==> config.mk <==
export PLATFORM = sky130hd
export DESIGN_NAME = mux_rr_sel
export DESIGN_NICKNAME = d
export VERILOG_FILES = /design/src/rtl/mux_rr_sel.sv
export SDC_FILE = /design/constraint.sdc
export NUM_CORES = 1
export LEC_CHECK = 0
export ABC_AREA = 0
export BUFFER_PORTS_ARGS = -buffer_cell sky130_fd_sc_hd__buf_2
export CORE_MARGIN = 2
export CORE_UTILIZATION = 35
export DETAILED_ROUTE_END_ITERATION = 16
export PLACE_DENSITY = 0.71
export SLEW_MARGIN = 20
export SYNTH_ARGS = -nofsm -noshare
export SYNTH_HDL_FRONTEND = slang
export SYNTH_SLANG_ARGS = --single-unit
==> constraint.sdc <==
create_clock -name i_clk -period 2.7 [get_ports i_clk]
set_input_delay 0.54 -clock i_clk [delete_from_list [all_inputs] [get_ports i_clk]]
set_output_delay 0.54 -clock i_clk [all_outputs]
set_load 0.02 [all_outputs]
==> src/rtl/mux_rr_sel.sv <==
// rtl/mux_rr_sel.sv - N-channel registered selector, fixed-select or round-robin grant (optional MUX_STATS_EN transfer counter)
module mux_rr_sel #(
    parameter int WIDTH    = 8,
    parameter int CHANNELS = 4,
    parameter int SEL_W    = 2
) (
    input  logic                      i_clk,
    input  logic                      i_reset,
    input  logic [CHANNELS*WIDTH-1:0] i_in,
    input  logic [CHANNELS-1:0]       i_in_valid,
    output logic [CHANNELS-1:0]       o_in_ready,
    input  logic                      i_mode,
    input  logic [SEL_W-1:0]          i_selector,
    output logic [WIDTH-1:0]          o_y,
    output logic                      o_y_valid,
    input  logic                      i_y_ready,
    output logic [SEL_W-1:0]          o_y_channel
`ifdef MUX_STATS_EN
    ,
    output logic [15:0]               o_transfer_count
`endif
);

    logic [WIDTH-1:0] r_y;
    logic             r_y_valid;
    logic [SEL_W-1:0] r_y_channel;
    logic [SEL_W-1:0] r_ptr;

    logic             w_load;
    logic             w_fix_valid;
    logic             w_rr_valid;
    logic [SEL_W-1:0] w_rr_gnt;
    logic [SEL_W-1:0] w_gnt;
    logic             w_gnt_valid;
    logic             w_xfer;
    logic [WIDTH-1:0] w_gnt_data;
    logic [SEL_W-1:0] w_ptr_next;

    // Output stage can take a word when empty or draining this cycle
    assign w_load = ~r_y_valid | i_y_ready;

    // Fixed mode: an out-of-range selector matches no channel and so never grants
    always_comb begin
        w_fix_valid = 1'b0;
        for (int j = 0; j < CHANNELS; j++) begin
            if (i_selector == SEL_W'(j)) begin
                w_fix_valid = i_in_valid[j];
            end
        end
    end

    // Round-robin: scan ptr, ptr+1, ... modulo CHANNELS; descending loop lets the first hit win
    always_comb begin
        logic [SEL_W:0] idx;
        w_rr_gnt   = '0;
        w_rr_valid = |i_in_valid;
        for (int k = CHANNELS - 1; k >= 0; k--) begin
            idx = {1'b0, r_ptr} + (SEL_W+1)'(k);
            if (idx >= (SEL_W+1)'(CHANNELS)) begin
                idx = idx - (SEL_W+1)'(CHANNELS);
            end
            for (int j = 0; j < CHANNELS; j++) begin
                if ((idx == (SEL_W+1)'(j)) && i_in_valid[j]) begin
                    w_rr_gnt = SEL_W'(j);
                end
            end
        end
    end

    assign w_gnt       = i_mode ? w_rr_gnt : i_selector;
    assign w_gnt_valid = i_mode ? w_rr_valid : w_fix_valid;
    assign w_xfer      = w_load & w_gnt_valid & ~i_reset;

    // Data mux and one-hot ready for the granted channel
    always_comb begin
        w_gnt_data = '0;
        o_in_ready = '0;
        for (int j = 0; j < CHANNELS; j++) begin
            if (w_gnt == SEL_W'(j)) begin
                w_gnt_data    = i_in[j*WIDTH +: WIDTH];
                o_in_ready[j] = w_xfer;
            end
        end
    end

    assign w_ptr_next = (w_gnt == SEL_W'(CHANNELS - 1)) ? '0 : w_gnt + SEL_W'(1);

    // Output register stage and round-robin pointer
    always_ff @(posedge i_clk) begin
        if (i_reset) begin
            r_y         <= '0;
            r_y_valid   <= 1'b0;
            r_y_channel <= '0;
            r_ptr       <= '0;
        end else if (w_xfer) begin
            r_y         <= w_gnt_data;
            r_y_channel <= w_gnt;
            r_y_valid   <= 1'b1;
            if (i_mode) begin
                r_ptr <= w_ptr_next;
            end
        end else if (i_y_ready) begin
            r_y_valid <= 1'b0;
        end
    end

    assign o_y         = r_y;
    assign o_y_valid   = r_y_valid;
    assign o_y_channel = r_y_channel;

`ifdef MUX_STATS_EN
    logic [15:0] r_transfer_count;

    // Saturating count of accepted words
    always_ff @(posedge i_clk) begin
        if (i_reset) begin
            r_transfer_count <= '0;
        end else if (w_xfer && (r_transfer_count != 16'hFFFF)) begin
            r_transfer_count <= r_transfer_count + 16'd1;
        end
    end

    assign o_transfer_count = r_transfer_count;
`endif

endmodule

==> impl_metrics.csv, run 1 <==
group,metric,value,unit
pwr,p_leak,0.681,nW
setup_path,worst-r2r-cell-count,9,
yosys,syn_area,976,sq um
pwr,p_total,636,uW
cts,cts_setup_buffers,0,
grt,grt_max_degree,15,
floorplan,fp.dieW,56.8,um
setup_path,cp-end-kind,"output pin",
cts,clk_path_buf_depth,2,
yosys,postSynthCellCount,110,
pwr,powerDensity,470,nW/um^2
grt,grt_pass1_vias,1011,
timing,relSlewSlack,69.6,%
outcome,status,"finished clean",
setup_path,arrival,2.01,ns
drt,routed-via-count,1042,
cts,cts_tree,"built",
cts,cts-root-buf,"clkbuf_4",
grt,antenna_found_initial,0,
timing,fin_crit_sh,94.6,%
grt,grt_pass1_wl,4400,um
cts,clk_pin_slew,0.08,ns
timing,hold_slack,0.476,ns
cts,post_cts_resized,1,
cts,clock_sinks,13,
finish,diodes,0,
drt,remaining_drc_errors,0,
placement,port_buffers,56,
yosys,ys_warn_count,0,
drt,drt_first_pass_iters,4,
grt,gr-usage-all-layers,17.3,%
yosys,ys_ff_latch,13,
cts,cts_htree_levels,1,
floorplan,die_h,56.8,um
yosys,syn_avg_cell_area,8.87,sq um
drt,wl,2730,um
timing,finalSetupViolCount,0,
placement,gp_congestion,0.842,
worst_hold_path,holdPathStages,2,
floorplan,num_rows,19,
setup_path,crit_path_max_fanout,7,
finish,fin_nets,217,
cts,numCtsBuffers,3,
timing,max_freq,0.391,GHz
drt,drtIter0Drc,32,
flow_run,max_cap_violations,0,
finish,layout-drive-gt1-share,43.5,%
finish,area_delta_synth_final,38.7,%
setup_path,worst_ep_required_time,2.16,ns
placement,dpl.hpwl,2180,um
timing,timing.final.max_slew_violations,0,
floorplan,io_pins,57,
timing,fin_tns_setup,0,ns
yosys,synth_cell_types,31,
floorplan,dieArea,3230,sq um
worst_hold_path,hold_class,"register to register",
finish,final_util,50.0,%
cts,clk-insertion-delay-late,0.28,ns
timing,rsz0062_at_grt,"false",
floorplan,initial_core_util,36.0,%
timing,hold_viol,0,
finish,fill_cells,281,
finish,layout_common_cells,"buf_2 (56), dfxtp_1 (12), mux2i_1 (11)",
drt,antenna_left,0,
drt,wl_per_cell,13.6,um
timing,skew,0.00283,ns
timing,finalCriticalPeriod,2.55,ns
yosys,seq_area_frac_synth,26.7,%
cts,postCtsHoldBufs,0,
floorplan,core_area,2710,sq um
yosys,syn-num-nets,156,
finish,layout_commonest_cell,"buf_2",
grt,overflow,0,
setup_path,startpoint_type,"register",
setup_path,worstSetupPathType,"register to output pin",
drt,vias_per_cell,5.18,
pwr,peakVddDrop,242,uV
timing,tightest_slew,0.451,ns
## critical path: stages (launching register included)
cell and delay (ns):
dfxtp_2 0.40, mux2i_1 0.20, o221ai_1 0.15, mux2_4 0.31
inv_1 0.13, ha_1 0.18, clkinv_1 0.09, nor2_2 0.10
buf_2 0.17
## metal layers
metal / global-route usage [%] / part of all wire [%] / vias up
met5: 0 / 0 / -
met4: 10.3 / 1.9 / 0
met3: 1.84 / 5.0 / 6
met2: 29.1 / 51 / 33
met1: 21.2 / 42 / 475
li1: - / - / 528
## where the power goes
group / switching (mW) / leakage, nW / total [mW] / internal, mW
sequential: 0.0171 / 0.108 / 0.236 / 0.219
clock: 0.0691 / 0.0150 / 0.126 / 0.0574
combinational: 0.144 / 0.559 / 0.274 / 0.129
total: 0.230 / 0.681 / 0.636 / 0.406
## sequential cells by signal, indices dropped and copies added (netlist names)
name and count:
o_y 8, o_y_channel 2, r_ptr 2, o_y_valid 1
## logic make-up (layout without fill, tap and decap cells)
kind of cell | Yosys count | count (layout) | synth area share, %
compound gates | 34 | 34 | 26.5
fa+ha+maj | 4 | 4 | 5.13
buf+inv | 14 | 74 | 7.82
flops | 13 | 13 | 26.7
mux | 13 | 13 | 15.1
simple gates | 32 | 32 | 18.7
## cell type report
type | instances | area [sq um] | share of cell area [%]
Sequential cell | 13 | 262 | 19.3
Inverter | 7 | 26.3 | 1.94
Tap cell | 31 | 38.8 | 2.87
Multi-Input combinational cell | 83 | 668 | 49.4
Timing Repair Buffer | 63 | 333 | 24.6
Clock buffer | 4 | 26.3 | 1.94
## cell usage after synthesis
| cell type | number | area (sq um) |
|---|---|---|
| a21boi_0 | 1 | 7.51 |
| a21oi_1 | 4 | 20.0 |
| a221o_1 | 7 | 70.1 |
| a22oi_1 | 8 | 60.1 |
| a41oi_1 | 1 | 8.76 |
| buf_1 | 1 | 3.75 |
| buf_12 | 1 | 20.0 |
| buf_6 | 1 | 11.3 |
| clkbuf_1 | 4 | 15.0 |
| clkinv_1 | 2 | 7.51 |
| dfxtp_1 | 13 | 260 |
| ha_1 | 4 | 50.1 |
| inv_1 | 5 | 18.8 |
| mux2_2 | 1 | 11.3 |
| mux2i_1 | 11 | 110 |
| mux4_1 | 1 | 26.3 |
| nand2_1 | 3 | 11.3 |
| nand2b_1 | 10 | 62.6 |
| nand3b_1 | 1 | 7.51 |
| nand4b_1 | 1 | 8.76 |
| nor2_1 | 7 | 26.3 |
| nor2b_1 | 5 | 31.3 |
| nor3_1 | 1 | 5.00 |
| nor3b_1 | 1 | 7.51 |
| o21a_1 | 8 | 60.1 |
| o21ai_0 | 3 | 15.0 |
| o221ai_1 | 1 | 8.76 |
| o41ai_1 | 1 | 8.76 |
| or3_1 | 1 | 6.26 |
| or3b_2 | 1 | 8.76 |
| or4_1 | 1 | 7.51 |
## worst paths after layout
check                           slack [ns]           start             end
worst max-delay path                  0.15        r_ptr[1]   o_in_ready[3]
worst min-delay path                  0.48  o_y_channel[1]  o_y_channel[1]
worst max register to register        0.39        r_ptr[1]          o_y[5]
worst min register to register        0.48  o_y_channel[1]  o_y_channel[1]
## stage by stage
stage	instance area, sq um	setup WS (ns)	std cells
floorplan	981	-0.00665	110
detailed placement	1300	-0.0942	197
CTS	1330	0.00989	201
global route	1350	0.0211	201
global placement	1300	0.0199	197
finish	1350	0.145	201
Power figures use the tool's default switching activity.
==> inputs of run 2 (changes only) <==
BUFFER_PORTS_ARGS = unset   (was -buffer_cell sky130_fd_sc_hd__buf_2)
DONT_BUFFER_PORTS = 1   (was unset)
PLACE_DENSITY = 0.54   (was 0.71)
==> impl_metrics.csv, run 2 (synthesized netlist as in run 1, its figures left out) <==
group,metric,value,unit
outcome,status,"finished clean",
timing,relSlewSlack,69.7,%
drt,topRoutingLayerUsed,"met4",
setup_path,startpoint_type,"register",
drt,antenna_left,0,
setup_path,critPathLaunch,"r_ptr[1]",
pwr,p_leak,0.432,nW
cts,cts-root-buf,"clkbuf_4",
floorplan,dieArea,3230,sq um
finish,layout_commonest_cell,"dfxtp_1",
cts,cts_htree_levels,1,
setup_path,critPathSlowestCell,"or3b_2",
timing,fin_crit_sh,95.1,%
placement,dpl.hpwl,1910,um
floorplan,io_pins,57,
finish,diodes,0,
grt,gr-usage-all-layers,15.8,%
timing,tightest_slew,0.449,ns
finish,largest_register_ffs,8,
grt,antenna_found_initial,0,
cts,clk-insertion-delay-late,0.27,ns
worst_hold_path,hp-start,"i_reset",
drt,drtIter0Drc,24,
timing,fin_tns_setup,0,ns
setup_path,max_stage_delay,0.46,ns
worst_hold_path,hold_class,"input pin to register",
setup_path,worstReg2RegStart,"r_ptr[1]",
pwr,peakVddDrop,322,uV
setup_path,worst_ep_required_time,2.16,ns
pwr,powerDensity,535,nW/um^2
worst_hold_path,holdPathStages,1,
grt,overflow,0,
flow_run,max_cap_violations,0,
drt,wl,2440,um
floorplan,core_area,2710,sq um
drt,wl_per_cell,17.0,um
drt,vias_per_cell,5.85,
timing,hold_slack,0.324,ns
setup_path,cp-end-kind,"output pin",
grt,grt_max_degree,15,
cts,numCtsBuffers,3,
drt,remaining_drc_errors,0,
drt,drt_first_pass_iters,4,
finish,layout_common_cells,"dfxtp_1 (12), mux2i_1 (11), nand2b_1 (10)",
drt,wl_met3,223,um
cts,clock_sinks,13,
timing,max_freq,0.389,GHz
setup_path,crit_chain,"or3b_2 -> o221ai_1 -> mux2_2 -> ha_1 -> inv_1 -> nor2_1",
drt,routed-via-count,842,
timing,skew,0.00222,ns
finish,final_util,38.8,%
setup_path,worst-r2r-cell-count,9,
finish,fin_nets,160,
timing,finalCriticalPeriod,2.57,ns
setup_path,arrival,2.03,ns
placement,port_buffers,0,
cts,cts_tree,"built",
placement,gp_congestion,0.727,
timing,timing.final.max_slew_violations,0,
floorplan,initial_core_util,36.0,%
cts,clk_pin_slew,0.08,ns
setup_path,rr_endpoint,"o_y[5]",
floorplan,die_h,56.8,um
setup_path,crit_path_max_fanout,7,
worst_hold_path,min_to,"r_ptr[1]",
timing,finalSetupViolCount,0,
finish,layout-drive-gt1-share,14.2,%
floorplan,fp.dieW,56.8,um
cts,cts_setup_buffers,0,
setup_path,worstSetupPathType,"register to output pin",
grt,grt_pass1_vias,879,
finish,area_delta_synth_final,7.82,%
timing,rsz0062_at_grt,"false",
grt,grt_pass1_wl,3970,um
timing,hold_viol,0,
pwr,p_total,563,uW
drt,met1_length,1010,um
drt,wl_met2,1180,um
cts,clk_path_buf_depth,2,
floorplan,num_rows,19,
setup_path,reg2reg_slack,0.36,ns
==> run 2: cell count changes in the layout (fill, tap and decap cells not counted) <==
cell      previous run  this run
a41oi_1              0         1
clkinv_1             1         2
mux2_4               1         0
ha_4                 1         0
nor2_4               0         1
nor2_1               5         4
mux2_2               0         1
a41oi_2              1         0
buf_2               56         0
buf_4                7         6
inv_2                1         0
ha_2                 0         1
==> run 2: worst max-delay path by stage <==
stage,to,slack [ns],cells after the start
floorplan,o_in_ready[2],-0.007,7
global placement,o_in_ready[1],0.21,7
global route,o_in_ready[0],0.006,6
finish,o_in_ready[0],0.13,6
CTS,o_in_ready[1],0.07,7
detailed placement,o_y[4],0.15,9
==> run 2: timing repair <==
| action | in CTS | in global routing |
|---|---|---|
| cloned | 0 | 0 |
| hold buffers | 0 | 0 |
| endpoints found under the setup margin | 1 | 3 |
| resized for setup | 2 | 2 |
==> run 2: per-layer routing <==
metal	GRT usage [%]	up-vias
met2	27.4	44
met4	7.31	0
met3	3.69	4
met5	0	-
met1	18.1	380
li1	-	414
==> run 2: metrics by stage <==
| step | instance area, sq um | worst slack, ns | instances |
|---|---|---|---|
| 2_1_floorplan | 981 | -0.00665 | 110 |
| 3_5_place_dp | 1010 | 0.148 | 140 |
| 5_1_grt | 1050 | 0.00591 | 144 |
| 3_3_place_gp | 1010 | 0.208 | 140 |
| 6_report | 1050 | 0.131 | 144 |
| 4_1_cts | 1050 | 0.0705 | 144 |
==> run 2: critical path, delay by kind of cell (launching register included) <==
kind,cells,cell delay (ns)
flops,1,0.36
mux,1,0.25
simple gates,2,0.77
fa+ha+maj,1,0.23
buf+inv,1,0.06
compound gates,1,0.10
==> run 2: report_power, final <==
part	leakage, nW	switching [mW]	internal (mW)
registers	0.108	0.0489	0.219
logic	0.309	0.0864	0.0875
clock network	0.0150	0.0640	0.0571
==> run 2: cell type report <==
| class | count | area (sq um) |
|---|---|---|
| fillers | 293 | 1660 |
| clock buffers | 4 | 26.3 |
| repair buffers | 6 | 45.0 |
| flip-flops and latches | 13 | 262 |
| multi-input cells | 83 | 654 |
| inverters | 7 | 26.3 |
| well taps | 31 | 38.8 |
==> inputs of run 3 (changes only) <==
ABC_AREA = 1   (was 0)
==> impl_metrics.csv, run 3 <==
group,metric,value,unit
yosys,seq_area_frac_synth,25.7,%
placement,gp_congestion,0.871,
pwr,p_total,649,uW
cts,cts_htree_levels,1,
timing,finalCriticalPeriod,2.60,ns
timing,relSlewSlack,69.2,%
yosys,ys_warn_count,0,
yosys,synth_edf_count,0,
outcome,status,"finished clean",
grt,antenna_found_initial,0,
yosys,synth.area.mux_share,0,%
yosys,synth_cell_types,19,
pwr,peakVddDrop,388,uV
yosys,yosysTopAreaCell,"dfxtp_1",
yosys,synth-adder-area-share,4.94,%
finish,layout-drive-gt1-share,20.9,%
setup_path,worst_ep_required_time,2.16,ns
timing,fin_tns_setup,0,ns
drt,wl_per_cell,13.2,um
timing,max_freq,0.384,GHz
cts,cts-root-buf,"clkbuf_4",
yosys,syn_avg_cell_area,5.89,sq um
setup_path,reg2reg_slack,0.33,ns
grt,grt_max_degree,17,
setup_path,cpMostUsedCell,"nand2_1",
finish,fin_nets,229,
cts,clk_pin_slew,0.07,ns
grt,overflow,0,
yosys,yosys-top-cells-count,"nand2_1 (40), nand3_1 (35), o21ai_0 (28), dfxtp_1 (13), inv_1 (13)",
finish,diodes,0,
setup_path,startpoint_type,"register",
placement,dpl.hpwl,2150,um
drt,drtIter0Drc,44,
worst_hold_path,holdPathStages,1,
setup_path,worstReg2RegStart,"r_ptr[0]",
timing,finalSetupViolCount,0,
yosys,syn_area,1010,sq um
cts,clk_path_buf_depth,2,
setup_path,cp-end-kind,"output pin",
finish,final_util,45.1,%
setup_path,critPathSlowestCell,"dfxtp_4",
finish,fill_cells,296,
setup_path,worstPathBufferInverterCount,3,
timing,timing.final.max_slew_violations,0,
floorplan,dieArea,3340,sq um
yosys,async_flop_share,0,%
drt,wl,2810,um
setup_path,arrival,2.06,ns
placement,port_buffers,0,
finish,layout_common_cells,"nand2_1 (39), nand3_1 (35), o21ai_0 (28)",
floorplan,num_rows,19,
cts,clk-insertion-delay-late,0.27,ns
timing,fin_crit_sh,96.5,%
floorplan,die_h,57.8,um
timing,skew,0.00381,ns
grt,gr-usage-all-layers,15.8,%
yosys,synth.most_common_cell,"nand2_1",
drt,vias_per_cell,5.50,
flow_run,max_cap_violations,0,
finish,largest_register_ffs,8,
setup_path,worstSetupPathType,"register to output pin",
yosys,synthTopCellsByArea,"dfxtp_1 (26%), nand3_1 (17%), nand2_1 (15%)",
yosys,postSynthCellCount,172,
grt,grt_pass1_wl,4220,um
setup_path,max_stage_delay,0.37,ns
worst_hold_path,hp-start,"i_reset",
yosys,syn-num-nets,218,
timing,rsz0062_at_grt,"true",
worst_hold_path,min_to,"o_y_valid",
yosys,synth_compound_area_share,20.4,%
finish,area_delta_synth_final,22.7,%
cts,cts_tree,"built",
yosys,synth-main-ff-cell,"dfxtp_1",
yosys,synth_top_family_by_area,"simple AND/OR/NAND/NOR gates",
cts,clock_sinks,13,
floorplan,core_area,2760,sq um
setup_path,crit_chain,"inv_1 -> nand3_1 -> nand2_1 -> nand2_1 -> nand2_1 -> nand2_1 -> nand2_1 -> nand2_1 -> nand2_1 -> nand2_1 -> nand2_1 -> nand2_1 -> nand2_1 -> nand2_1 -> nand2_2 -> nand2_4 -> ha_4 -> inv_2 -> nor2_1 -> buf_4",
timing,tightest_slew,0.460,ns
yosys,synth.top_cell.area_share,25.7,%
setup_path,worst-r2r-cell-count,24,
placement,dp.cells,201,
setup_path,crit_path_max_fanout,5,
floorplan,io_pins,57,
setup_path,rr_endpoint,"o_y[2]",
pwr,powerDensity,522,nW/um^2
timing,hold_viol,0,
setup_path,path_delay_family,"simple AND/OR/NAND/NOR gates",
drt,routed-via-count,1171,
floorplan,initial_core_util,36.8,%
drt,drt_first_pass_iters,4,
finish,instances_no_fill,213,
drt,remaining_drc_errors,0,
yosys,ys_ff_latch,13,
pwr,p_leak,0.575,nW
finish,layout_commonest_cell,"nand2_1",
floorplan,fp.dieW,57.8,um
grt,grt_pass1_vias,1071,
cts,numCtsBuffers,3,
worst_hold_path,hold_class,"input pin to register",
drt,antenna_left,0,
cts,postCtsHoldBufs,0,
yosys,yosys.area_share.xor_xnor,0,%
yosys,synth-simple-area-share,39.0,%
[run 3: cell families (layout without fill, tap and decap cells)]
| kind of cell | count (synthesis) | count (layout) |
|---|---|---|
| flops | 13 | 13 |
| buf+inv | 24 | 34 |
| simple gates | 91 | 91 |
| compound gates | 40 | 40 |
| fa+ha+maj | 4 | 4 |
[run 3: how the worst max path moves through the flow]
stage               slack (ns)      from            end  cells past startpoint
global placement          0.16  r_ptr[0]  o_in_ready[1]                     19
detailed placement        0.09  r_ptr[0]  o_in_ready[1]                     20
floorplan                0.003  r_ptr[0]  o_in_ready[1]                     22
global route             -0.08  r_ptr[0]  o_in_ready[2]                     20
finish                     0.1  r_ptr[0]  o_in_ready[2]                     20
CTS                       0.02  r_ptr[1]  o_in_ready[1]                     20
[run 3: metal layers]
layer | global-route usage [%] | up-vias | wire length [um]
met5 | 0 | - | 0
met3 | 5.80 | 2 | 260
met2 | 27.4 | 52 | 1410
met4 | 3.32 | 0 | 15
li1 | - | 594 | -
met1 | 18.7 | 523 | 1120
[run 3: per-stage QoR]
step / worst slack, ns / cell area (sq um) / hold slack (ns)
2_1_floorplan: 0.00348 / 1020 / 0.546
5_1_grt: -0.0834 / 1240 / 0.311
3_5_place_dp: 0.0877 / 1060 / 0.579
4_1_cts: 0.0208 / 1120 / 0.323
6_report: 0.0954 / 1240 / 0.332
3_3_place_gp: 0.156 / 1060 / 0.578
[run 3: what timing repair did]
| item | 4_1_cts | 5_1_grt |
|---|---|---|
| endpoints found under the setup margin | 4 | 5 |
| gates resized for setup | 10 | 16 |
| buffers inserted | 1 | 7 |
| pin swaps | 2 | 10 |
[run 3: area by class of cell]
class,instances,area (sq um),area share (%)
repair buffers,15,113,9.05
well taps,31,38.8,3.12
clock inverters,1,5.00,0.402
multi-input cells,135,731,58.8
inverters,15,66.3,5.33
clock buffers,3,22.5,1.81
flip-flops and latches,13,268,21.5
[run 3: power breakdown]
group          total (mW)  switching, mW  internal [mW]
logic               0.260          0.153          0.107
clock network       0.114         0.0592         0.0548
registers           0.274         0.0544          0.220
total               0.649          0.267          0.382
